**src/rtl/lcd_pkg.sv**
```systemverilog
// lcd_pkg: shared constants, colours, pattern codes and FSM states for the LCD pattern generator.
package lcd_pkg;
  localparam int H_RES_DEF = 240;
  localparam int V_RES_DEF = 135;
  localparam int CW = 9;
  typedef logic [15:0] rgb565_t;
  localparam rgb565_t C_WHITE   = 16'hFFFF;
  localparam rgb565_t C_YELLOW  = 16'hFFE0;
  localparam rgb565_t C_CYAN    = 16'h07FF;
  localparam rgb565_t C_GREEN   = 16'h07E0;
  localparam rgb565_t C_MAGENTA = 16'hF81F;
  localparam rgb565_t C_RED     = 16'hF800;
  localparam rgb565_t C_BLUE    = 16'h001F;
  localparam rgb565_t C_BLACK   = 16'h0000;
  localparam rgb565_t BAR_LUT [8] = '{C_WHITE, C_YELLOW, C_CYAN, C_GREEN, C_MAGENTA, C_RED, C_BLUE, C_BLACK};
  localparam logic [1:0] PAT_BARS  = 2'd0;
  localparam logic [1:0] PAT_CHECK = 2'd1;
  localparam logic [1:0] PAT_GRAD  = 2'd2;
  localparam logic [1:0] PAT_SOLID = 2'd3;
  typedef enum logic [1:0] {S_IDLE, S_LOAD, S_STREAM} state_e;
endpackage

```
**src/rtl/lcd_pattern_gen_if.sv**
```systemverilog
// lcd_pattern_gen_if: pixel stream (valid/ready, RGB565 data, sof/eol/eof markers).
//   master drives pix_valid/pix_data/pix_sof/pix_eol/pix_eof and samples pix_ready; slave the reverse.
interface lcd_pattern_gen_if;
  logic        pix_valid;
  logic        pix_ready;
  logic [15:0] pix_data;
  logic        pix_sof;
  logic        pix_eol;
  logic        pix_eof;
  modport master(output pix_valid, pix_data, pix_sof, pix_eol, pix_eof, input pix_ready);
  modport slave(input pix_valid, pix_data, pix_sof, pix_eol, pix_eof, output pix_ready);
endinterface

```
**src/rtl/lcd_pattern_pixel.sv**
```systemverilog
// lcd_pattern_pixel: combinational RGB565 pixel for a coordinate.
//   x_i/y_i coordinate, bar_i colour-bar index, pat_i pattern code,
//   frame_cnt_i low frame-count bits (gradient blue), mod3_i frame count mod 3 (solid colour), pix_o pixel.
module lcd_pattern_pixel
  import lcd_pkg::*;
#(
  parameter int CHECK_SHIFT = 4
) (
  input  logic [CW-1:0] x_i,
  input  logic [CW-1:0] y_i,
  input  logic [2:0]    bar_i,
  input  logic [1:0]    pat_i,
  input  logic [4:0]    frame_cnt_i,
  input  logic [1:0]    mod3_i,
  output rgb565_t       pix_o
);
  logic unused_bits;
  assign unused_bits = ^{x_i, y_i};
  always_comb
    pix_o = pat_i == PAT_BARS  ? BAR_LUT[bar_i] :
            pat_i == PAT_CHECK ? ((x_i[CHECK_SHIFT] ^ y_i[CHECK_SHIFT]) ? C_WHITE : C_BLACK) :
            pat_i == PAT_GRAD  ? {x_i[7:3], y_i[5:0], frame_cnt_i} :
            mod3_i == 2'd0     ? C_RED :
            mod3_i == 2'd1     ? C_GREEN : C_BLUE;
endmodule

```
**src/rtl/lcd_pattern_gen.sv**
```systemverilog
// lcd_pattern_gen: raster test-pattern source feeding the ST7789 SPI stage.
//   clk/resetn clock and async active-low reset; enable runs frames; pattern_sel/auto_cycle choose the pattern;
//   pix master stream with frame/line markers; frame_cnt completed frames; busy frame in progress.
module lcd_pattern_gen
  import lcd_pkg::*;
#(
  parameter int H_RES          = H_RES_DEF,
  parameter int V_RES          = V_RES_DEF,
  parameter int BAR_W          = 30,
  parameter int CHECK_SHIFT    = 4,
  parameter int FRAMES_PER_PAT = 60
) (
  input  logic                 clk,
  input  logic                 resetn,
  input  logic                 enable,
  input  logic [1:0]           pattern_sel,
  input  logic                 auto_cycle,
  lcd_pattern_gen_if.master    pix,
  output logic [15:0]          frame_cnt,
  output logic                 busy
);
  state_e state_q, state_d;
  logic [CW-1:0] x_q, x_d, y_q, y_d, bar_pos_q, bar_pos_d, nx, ny, nbar_pos, px, py;
  logic [2:0] bar_q, bar_d, nbar, pbar;
  logic [1:0] pat_q, pat_d, cur_pat_q, cur_pat_d, mod3_q, mod3_d, next_pat;
  logic [15:0] pat_frames_q, pat_frames_d, frame_cnt_q, frame_cnt_d;
  rgb565_t data_q, data_d, pix_next;
  logic streaming, xfer, last_x, last_y, bar_end, frame_done, pat_wrap;
  assign streaming  = state_q == S_STREAM;
  assign last_x     = x_q == CW'(H_RES - 1);
  assign last_y     = y_q == CW'(V_RES - 1);
  assign xfer       = streaming && pix.pix_ready;
  assign frame_done = xfer && last_x && last_y;
  assign bar_end    = bar_pos_q == CW'(BAR_W - 1);
  assign nx         = last_x ? '0 : x_q + 1'b1;
  assign ny         = last_x ? (last_y ? '0 : y_q + 1'b1) : y_q;
  assign nbar       = last_x ? '0 : bar_q + 3'(bar_end);
  assign nbar_pos   = (last_x || bar_end) ? '0 : bar_pos_q + 1'b1;
  // LOAD renders the current (0,0); STREAM pre-renders the pixel after the one on the bus.
  assign px = streaming ? nx : x_q;
  assign py = streaming ? ny : y_q;
  assign pbar = streaming ? nbar : bar_q;
  lcd_pattern_pixel #(.CHECK_SHIFT(CHECK_SHIFT)) u_pixel (
    .x_i(px), .y_i(py), .bar_i(pbar), .pat_i(pat_q),
    .frame_cnt_i(frame_cnt_q[4:0]), .mod3_i(mod3_q), .pix_o(pix_next)
  );
  assign pat_wrap     = pat_frames_q == 16'(FRAMES_PER_PAT - 1);
  assign pat_frames_d = !auto_cycle ? '0 : frame_done ? (pat_wrap ? '0 : pat_frames_q + 1'b1) : pat_frames_q;
  assign cur_pat_d    = cur_pat_q + 2'(auto_cycle && frame_done && pat_wrap);
  assign frame_cnt_d  = frame_cnt_q + 16'(frame_done);
  assign mod3_d       = frame_done ? (mod3_q == 2'd2 ? 2'd0 : mod3_q + 1'b1) : mod3_q;
  assign next_pat     = auto_cycle ? cur_pat_d : pattern_sel;
  always_comb begin
    state_d = state_q;
    x_d = x_q;
    y_d = y_q;
    bar_d = bar_q;
    bar_pos_d = bar_pos_q;
    pat_d = pat_q;
    data_d = data_q;
    case (state_q)
      S_IDLE: if (enable) begin
        state_d = S_LOAD;
        pat_d = next_pat;
      end
      S_LOAD: begin
        state_d = S_STREAM;
        data_d = pix_next;
      end
      S_STREAM: if (xfer) begin
        x_d = nx;
        y_d = ny;
        bar_d = nbar;
        bar_pos_d = nbar_pos;
        data_d = pix_next;
        if (frame_done) begin
          state_d = enable ? S_LOAD : S_IDLE;
          pat_d = next_pat;
        end
      end
      default: state_d = S_IDLE;
    endcase
  end
  always_ff @(posedge clk or negedge resetn)
    if (!resetn) begin
      state_q <= S_IDLE;
      x_q <= '0;
      y_q <= '0;
      bar_q <= '0;
      bar_pos_q <= '0;
      pat_q <= '0;
      cur_pat_q <= '0;
      pat_frames_q <= '0;
      frame_cnt_q <= '0;
      mod3_q <= '0;
      data_q <= '0;
    end else begin
      state_q <= state_d;
      x_q <= x_d;
      y_q <= y_d;
      bar_q <= bar_d;
      bar_pos_q <= bar_pos_d;
      pat_q <= pat_d;
      cur_pat_q <= cur_pat_d;
      pat_frames_q <= pat_frames_d;
      frame_cnt_q <= frame_cnt_d;
      mod3_q <= mod3_d;
      data_q <= data_d;
    end
  assign pix.pix_valid = streaming;
  assign pix.pix_data  = data_q;
  assign pix.pix_sof   = streaming && x_q == '0 && y_q == '0;
  assign pix.pix_eol   = streaming && last_x;
  assign pix.pix_eof   = streaming && last_x && last_y;
  assign frame_cnt     = frame_cnt_q;
  assign busy          = state_q != S_IDLE;
endmodule
```
**src/flat_wrapper.sv**
```systemverilog
// flat-port wrapper written by rule: the top's interface ports become plain ports
module lcd_pattern_gen_flat import lcd_pkg::*;
#(
  parameter int H_RES          = H_RES_DEF,
  parameter int V_RES          = V_RES_DEF,
  parameter int BAR_W          = 30,
  parameter int CHECK_SHIFT    = 4,
  parameter int FRAMES_PER_PAT = 60
)
  (clk, resetn, enable, pattern_sel, auto_cycle, frame_cnt, busy, pix_pix_valid, pix_pix_data, pix_pix_sof, pix_pix_eol, pix_pix_eof, pix_pix_ready);
  lcd_pattern_gen_if pix_i ();
  input  logic clk;
  input  logic resetn;
  input  logic enable;
  input  logic [1:0] pattern_sel;
  input  logic auto_cycle;
  output logic [15:0] frame_cnt;
  output logic busy;
  output wire logic [$bits(pix_i.pix_valid)-1:0] pix_pix_valid;
  output wire logic [$bits(pix_i.pix_data)-1:0] pix_pix_data;
  output wire logic [$bits(pix_i.pix_sof)-1:0] pix_pix_sof;
  output wire logic [$bits(pix_i.pix_eol)-1:0] pix_pix_eol;
  output wire logic [$bits(pix_i.pix_eof)-1:0] pix_pix_eof;
  input wire logic [$bits(pix_i.pix_ready)-1:0] pix_pix_ready;
  assign pix_pix_valid = pix_i.pix_valid;
  assign pix_pix_data = pix_i.pix_data;
  assign pix_pix_sof = pix_i.pix_sof;
  assign pix_pix_eol = pix_i.pix_eol;
  assign pix_pix_eof = pix_i.pix_eof;
  assign pix_i.pix_ready = pix_pix_ready;
  lcd_pattern_gen #(.H_RES(H_RES), .V_RES(V_RES), .BAR_W(BAR_W), .CHECK_SHIFT(CHECK_SHIFT), .FRAMES_PER_PAT(FRAMES_PER_PAT)) u_core (.clk(clk), .resetn(resetn), .enable(enable), .pattern_sel(pattern_sel), .auto_cycle(auto_cycle), .pix(pix_i), .frame_cnt(frame_cnt), .busy(busy));
endmodule
```
**config.mk**
```make
export PLATFORM = sky130hd
export DESIGN_NAME = lcd_pattern_gen_flat
export DESIGN_NICKNAME = d
export VERILOG_FILES = /design/src/rtl/lcd_pkg.sv /design/src/rtl/lcd_pattern_gen_if.sv /design/src/rtl/lcd_pattern_pixel.sv /design/src/rtl/lcd_pattern_gen.sv /design/src/flat_wrapper.sv
export SDC_FILE = /design/constraint.sdc
export NUM_CORES = 1
export LEC_CHECK = 0
export ABC_AREA = 1
export BUFFER_PORTS_ARGS = -buffer_cell sky130_fd_sc_hd__buf_2
export CORE_UTILIZATION = 40
export DETAILED_ROUTE_END_ITERATION = 10
export SLEW_MARGIN = 30
export SYNTH_ARGS = -nofsm -noshare
export SYNTH_HDL_FRONTEND = slang
export SYNTH_HIERARCHICAL = 1
export SYNTH_SLANG_ARGS = --single-unit
```
**constraint.sdc**
```tcl
create_clock -name clk -period 3.3 [get_ports clk]
set_input_delay 0 -clock clk [delete_from_list [all_inputs] [get_ports clk]]
set_output_delay 0 -clock clk [all_outputs]
set_load 0.02 [all_outputs]
```
# --- Yosys cells after proc, flatten, opt, wreduce, memory -nomap -nowiden ---
# Memories as Yosys holds them, arrays and structs flattened.
# Index checks and enable logic that the tools add are counted.
op_classes:
  add_sub_neg: 8
  n_lt_le_gt_ge: 1
  eq_ne: 14
  n_mux: 32
  n_bitwise: 2
  reduce_logical: 22
op_table:
  columns: ["cell", "count"]
  rows:
  - ["$mux W16", 11]
  - ["$mux W9", 4]
  - ["$pmux W16 S2", 1]
  - ["$add A9 B1 Y9 const B", 3]
  - ["$eq A9 B8 Y1 const B", 2]
  - ["$logic_not A9 Y1", 2]
  - ["$add A16 B1 Y16", 1]
  - ["$add A16 B1 Y16 const B", 1]
  - ["$eq A16 B6 Y1 const B", 1]
  - ["$mux W2", 8]
  - ["$mux W11", 1]
  - ["$eq A9 B5 Y1 const B", 1]
  - ["$logic_and A1 B1 Y1", 9]
  - ["$mux W8", 1]
  - ["$eq A2 B1 Y1 const B", 3]
  - ["$eq A2 B2 Y1 const B", 3]
  - ["$logic_not A2 Y1", 3]
  - ["$mux W3", 2]
  - ["$mux W6", 1]
  - ["$ne A2 B2 Y1 const B", 3]
  - ["$pmux W2 S3", 1]
  - ["$reduce_bool A2 Y1", 3]
  - ["$ge A4 B4 Y1 const B", 1]
  - ["$not A3 Y4", 1]
  - ["11 further kinds", 12]
word_totals:
  reg_bits: 86
  romBits: 128
  input_bits: 7
  output_inout_bits: 37
  elab_cells: 91
  mem_count: 1
memory_table:
  columns: ["memory", "words", "word_bits", "read_ports", "rd_ports_with_merged_regs", "wr", "line", "rtl"]
  rows:
  - ["(name not given)", 8, 16, 1, 0, 0, "lcd_pattern_pixel.sv:20", "pix_o = pat_i == PAT_BARS ? BAR_LUT[bar_i] :"]

# --- Logic depth before layout (Yosys ltp) ---
logic_depth:
  depth_word: 11
  depth_mapped: 17

# --- Hierarchy ---
# The synthesis kept the hierarchy.
by_module_without_submodules:
  columns: ["module", "instances", "cells_each", "area_per_inst_um2", "seq_area_each_um2"]
  rows:
  - ["lcd_pattern_gen", 1, 593, 5001.0, 2152.1]
  - ["lcd_pattern_pixel", 1, 114, 536.8, 0.0]

# --- Least setup slack after synthesis ---
# OpenSTA, ideal clock, no wires.
synth_timing:
  path_type: "reg2reg"
  startpoint: "reg u_core.x_q[0]"
  endpoint: "reg u_core.data_q[13], in the netlist u_core/pix.pix_data[13]"
  setup_time_ns: 0.125
  arrival_ns: 2.248
  t_required_ns: 3.175
  slack_ns: 0.927
  path_stages_with_launch: 14
  path_cell_list: "dfrtp_1 ha_1 nand2_2 nor2_8 nand3_4 clkinv_2 nand2_1 xor2_1 o21ai_0 or2_1 nand3_4 nand2_1 or2_1 mux2_2"
synth_via:
  word_cells_on_any_way: 19
  cone_classes: "add/sub (1); eq/ne (1); mux (14); bitwise (2); memory (1)"
synth_lines:
  columns: ["item", "line", "rtl"]
  rows:
  - ["from (decl)", "lcd_pattern_gen.sv:23", "logic [CW-1:0] x_q, x_d, y_q, y_d, bar_pos_q, bar_pos_d, nx, ny, nbar_pos, px, py;"]
  - ["from (signal assigned)", "lcd_pattern_gen.sv:87", "x_q <= '0;"]
  - ["from (signal assigned)", "lcd_pattern_gen.sv:99", "x_q <= x_d;"]
  - ["$eq A9 B8 Y1 (*)", "lcd_pattern_gen.sv:30", "assign last_x = x_q == CW'(H_RES - 1);"]
  - ["$mux W9 (*)", "lcd_pattern_gen.sv:36", "assign ny = last_x ? (last_y ? '0 : y_q + 1'b1) : y_q;"]
  - ["$mux W6 (*)", "lcd_pattern_gen.sv:41", "assign py = streaming ? ny : y_q;"]
  - ["via u_core.py[4]", "lcd_pattern_gen.sv:23", null]
  - ["$xor A1 B1 Y1 (*)", "lcd_pattern_pixel.sv:21", "pat_i == PAT_CHECK ? ((x_i[CHECK_SHIFT] ^ y_i[CHECK_SHIFT]) ? C_WHITE : C_BLACK) :"]
  - ["$mux W16 (*) (2 in series)", "lcd_pattern_pixel.sv:21", null]
  - ["$mux W16 (*)", "lcd_pattern_pixel.sv:20", null]
  - ["$mux W16", "lcd_pattern_gen.sv:70", "S_STREAM: if (xfer) begin"]
  - ["$pmux W16 S2 (*)", "lcd_pattern_gen.sv:61", "case (state_q)"]
  - ["via u_core.data_d[13]", "lcd_pattern_gen.sv:27", "rgb565_t data_q, data_d, pix_next;"]
  - ["to (signal assigned)", "lcd_pattern_gen.sv:108", "data_q <= data_d;"]
  - ["to (decl)", "lcd_pattern_gen.sv:27", null]
# Mark *: on every way through the listed nets, which the timed path passes. The rest lies on a longest branch. The select of a mux whose other input is x is not followed.
# A chain may end at the register's enable or synchronous reset.

# --- Worst setup path in the final report ---
# Ends and elaborated chain as after synthesis.

==> summary.md <==
| Metric | Value |
|---|---|
| First-pass GRT wire length | approximately 21000 µm |
| Max_slew headroom | 47.5% |
| Critical Path Fanout Max | 13 |
| Routed WL | roughly 12000 µm |
| Fin. Hold Viols | 0 |
| Iteration count of the initial detailed-routing pass | 5 |
| Ys Warns | 6 |
| Crit Path Category | flop to flop |
| Clk sinks | 86 |
| Worst-Margin Slew | approximately 0.79 ns |
| Core area | around 13000 µm² |
| IO Pins | 44 |
| Total CTS buffers | 9 |
| Hold Path Class | input pin to flop |
| H-tree depth | 3 |
| Die Width | 119 µm |
| CP required | between 3 and 4 ns |
| Post-DP HPWL | just under 9000 µm |
| Cells after Synth | approximately 700 |
| Die Y | between 100 and 150 µm |
| Switching share of power | roughly two fifths |
| Post-DRT Antenna Nets | 0 |
| Leak pwr | roughly 3.0 nW |
| DR vias/cell | just over 5 |
| RSZ-0062 raised after global routing | no |
| Mean Syn Cell Area | slightly below 8 µm² |
| Rows | 42 |
| GRT Total Usage | 18.4% |
| Vias in the first global route | about 4.5k |
| Crit start category | flop |
| Grt total ovfl | 0 |
| # diodes | 0 |
| Clock latency at the later pin of the worst-skew pair | approximately 0.35 ns |
| Peak VDD IR | roughly 0.28 mV |
| Starting Density | between 40 and 50% |
| Largest net degree at the start of global routing | 62 |
| Maximum clock rate | around 360 MHz |
| Internal | about 0.0023 W |
| Crit path DAT | ~3 ns |
| Reg2reg setup slack | between 0.5 and 0.6 ns |
| Netlist Area Pre-Place | 5470 µm² |
| Port bufs | 43 |
| Sequential share of power | roughly 38% |
| Clk buf depth | 2 |
| CTS tree | yes |
| Tmin final | 2.77 ns |
| Slew Viols, Final | 0 |
| Die area | roughly 14000 µm² |
| Wire per inst | between 10 and 15 µm |
| Final Cycle Share | between 80% and 90% |
| FF/Latch Area | 2150 µm² |
| Synthesis-to-layout area growth | 11.4% |
| R2R depth | 13 |
| Setup total negative slack | 0 ns |
| Share of cells above drive strength 1 | between 10% and 20% |
| Pwr Total | slightly below 0.004 W |
| Syn Nets | just over 700 |
| Clock power frac | between 20% and 30% |
| Root buf cell | clkbuf_16 |
| # DRC | 0 |
| Multi-input gate area | around 2900 µm² |
| Initial antenna violation count | 0 |
| Max-Cap Viols | 0 |
| Clock skew | between 0.007 and 0.008 ns |
| Worst-path clk slew | roughly 0.060 ns |
| Routed vias | ~4.7k |
| Setup crit end kind | flop |
| Filler cells | approximately 1.3k |
| GP Congestion | 0.882 |
| Nets | 750 |
| Status | finished, final reports clean |
| P_sw | 0.00156 W |
| DRT iter0 DRCs | 255 |
| Hold depth | 3 |
| Setup-failing EPs final | 0 |
| Pwr/cell area | approximately 640 nW/µm² |
| Comb pwr share | about 38% |
[layout by cell type, fill, tap and decap left out, types with 14 or more instances in the layout]
master	n
nand4_1	25
inv_1	68
o21ai_0	38
nand3_1	48
nand2_1	180
mux2_2	14
buf_2	42
nor3_1	16
dfrtp_1	86
o21ai_1	15
nor2_1	55
xor2_1	23
[layout make-up]
class | count | share of cell area, %
Multi-Input combinational cell | 506 | 47.2
Tap cell | 176 | 3.61
Inverter | 78 | 4.86
Clock inverter | 4 | 0.369
Clock buffer | 12 | 4.04
Timing Repair Buffer | 50 | 4.59
Sequential cell | 86 | 35.3
[worst max-delay path: stages (launching register included)]
cell      delay, ns
dfrtp_1        0.38
ha_1           0.21
nand2_2        0.11
nor2_8         0.15
nand3_4        0.19
clkinv_2       0.15
nand2_1        0.07
xor2_1         0.15
o21ai_0        0.28
nand2_1        0.15
nand3_4        0.18
nand2_1        0.14
or2_1          0.24
mux2_2         0.25
[power groups by stage]
| stage | Sequential (W) | Clock (W) | Combinational (W) |
|---|---|---|---|
| global placement | 0.00148 | 0 | 0.00145 |
| finish | 0.00147 | 0.000942 | 0.00146 |
| detailed placement | 0.00149 | 0 | 0.00146 |
| CTS | 0.00147 | 0.000972 | 0.00147 |
| global route | 0.00151 | 0.00101 | 0.00165 |
| floorplan | 0.00155 | 0 | 0.00111 |
[worst paths after layout]
| check | startpoint | end |
|---|---|---|
| worst max-delay path | u_core/x_q[0] | u_core/pix.pix_data[13] |
| worst min-delay path | auto_cycle | u_core/pat_frames_q[9] |
| worst max register to register | u_core/x_q[0] | u_core/pix.pix_data[13] |
| worst min register to register | u_core/cur_pat_q[1] | u_core/cur_pat_q[1] |
| max in group asynchronous | resetn | u_core/pix.pix_data[1] |
| min in group asynchronous | resetn | u_core/bar_pos_q[4] |
[registers in the layout, indices dropped and copies added (netlist names)]
signal,flops
u_core/y_q,9
u_core/mod3_q,2
u_core/pat_frames_q,16
u_core/cur_pat_q,2
u_core/bar_pos_q,9
u_core/pat_q,2
u_core/pix.pix_data,16
u_core/frame_cnt,16
u_core/bar_q,3
u_core/x_q,9
u_core/state_q,2
[metrics by stage]
step,hold WS [ns],utilization (%),area (µm²),setup slack (ns),instances
final,0.0750,45.9,6100,0.530,912
after global routing,0.0960,45.9,6100,0.265,912
after CTS,0.0636,45.9,6100,0.537,912
after detailed placement,0.141,43.6,5790,0.544,892
after global placement,0.136,43.6,5790,0.626,892
after floorplan,-0.296,-,5470,0.944,692
[timing repair]
action                    CTS  global route
hold buffers                4             0
resized for setup           0             0
hold endpoints to repair   63             0
setup buffers               0             0
[per-layer routing]
layer | up-vias | global-route usage (%) | wire length [µm]
li1 | 2323 | - | -
met4 | 0 | 6.96 | 233
met1 | 2228 | 24.4 | 5700
met2 | 94 | 29.5 | 5600
met3 | 19 | 3.50 | 462
met5 | - | 0 | 0
(Power assumes the default switching activity.)
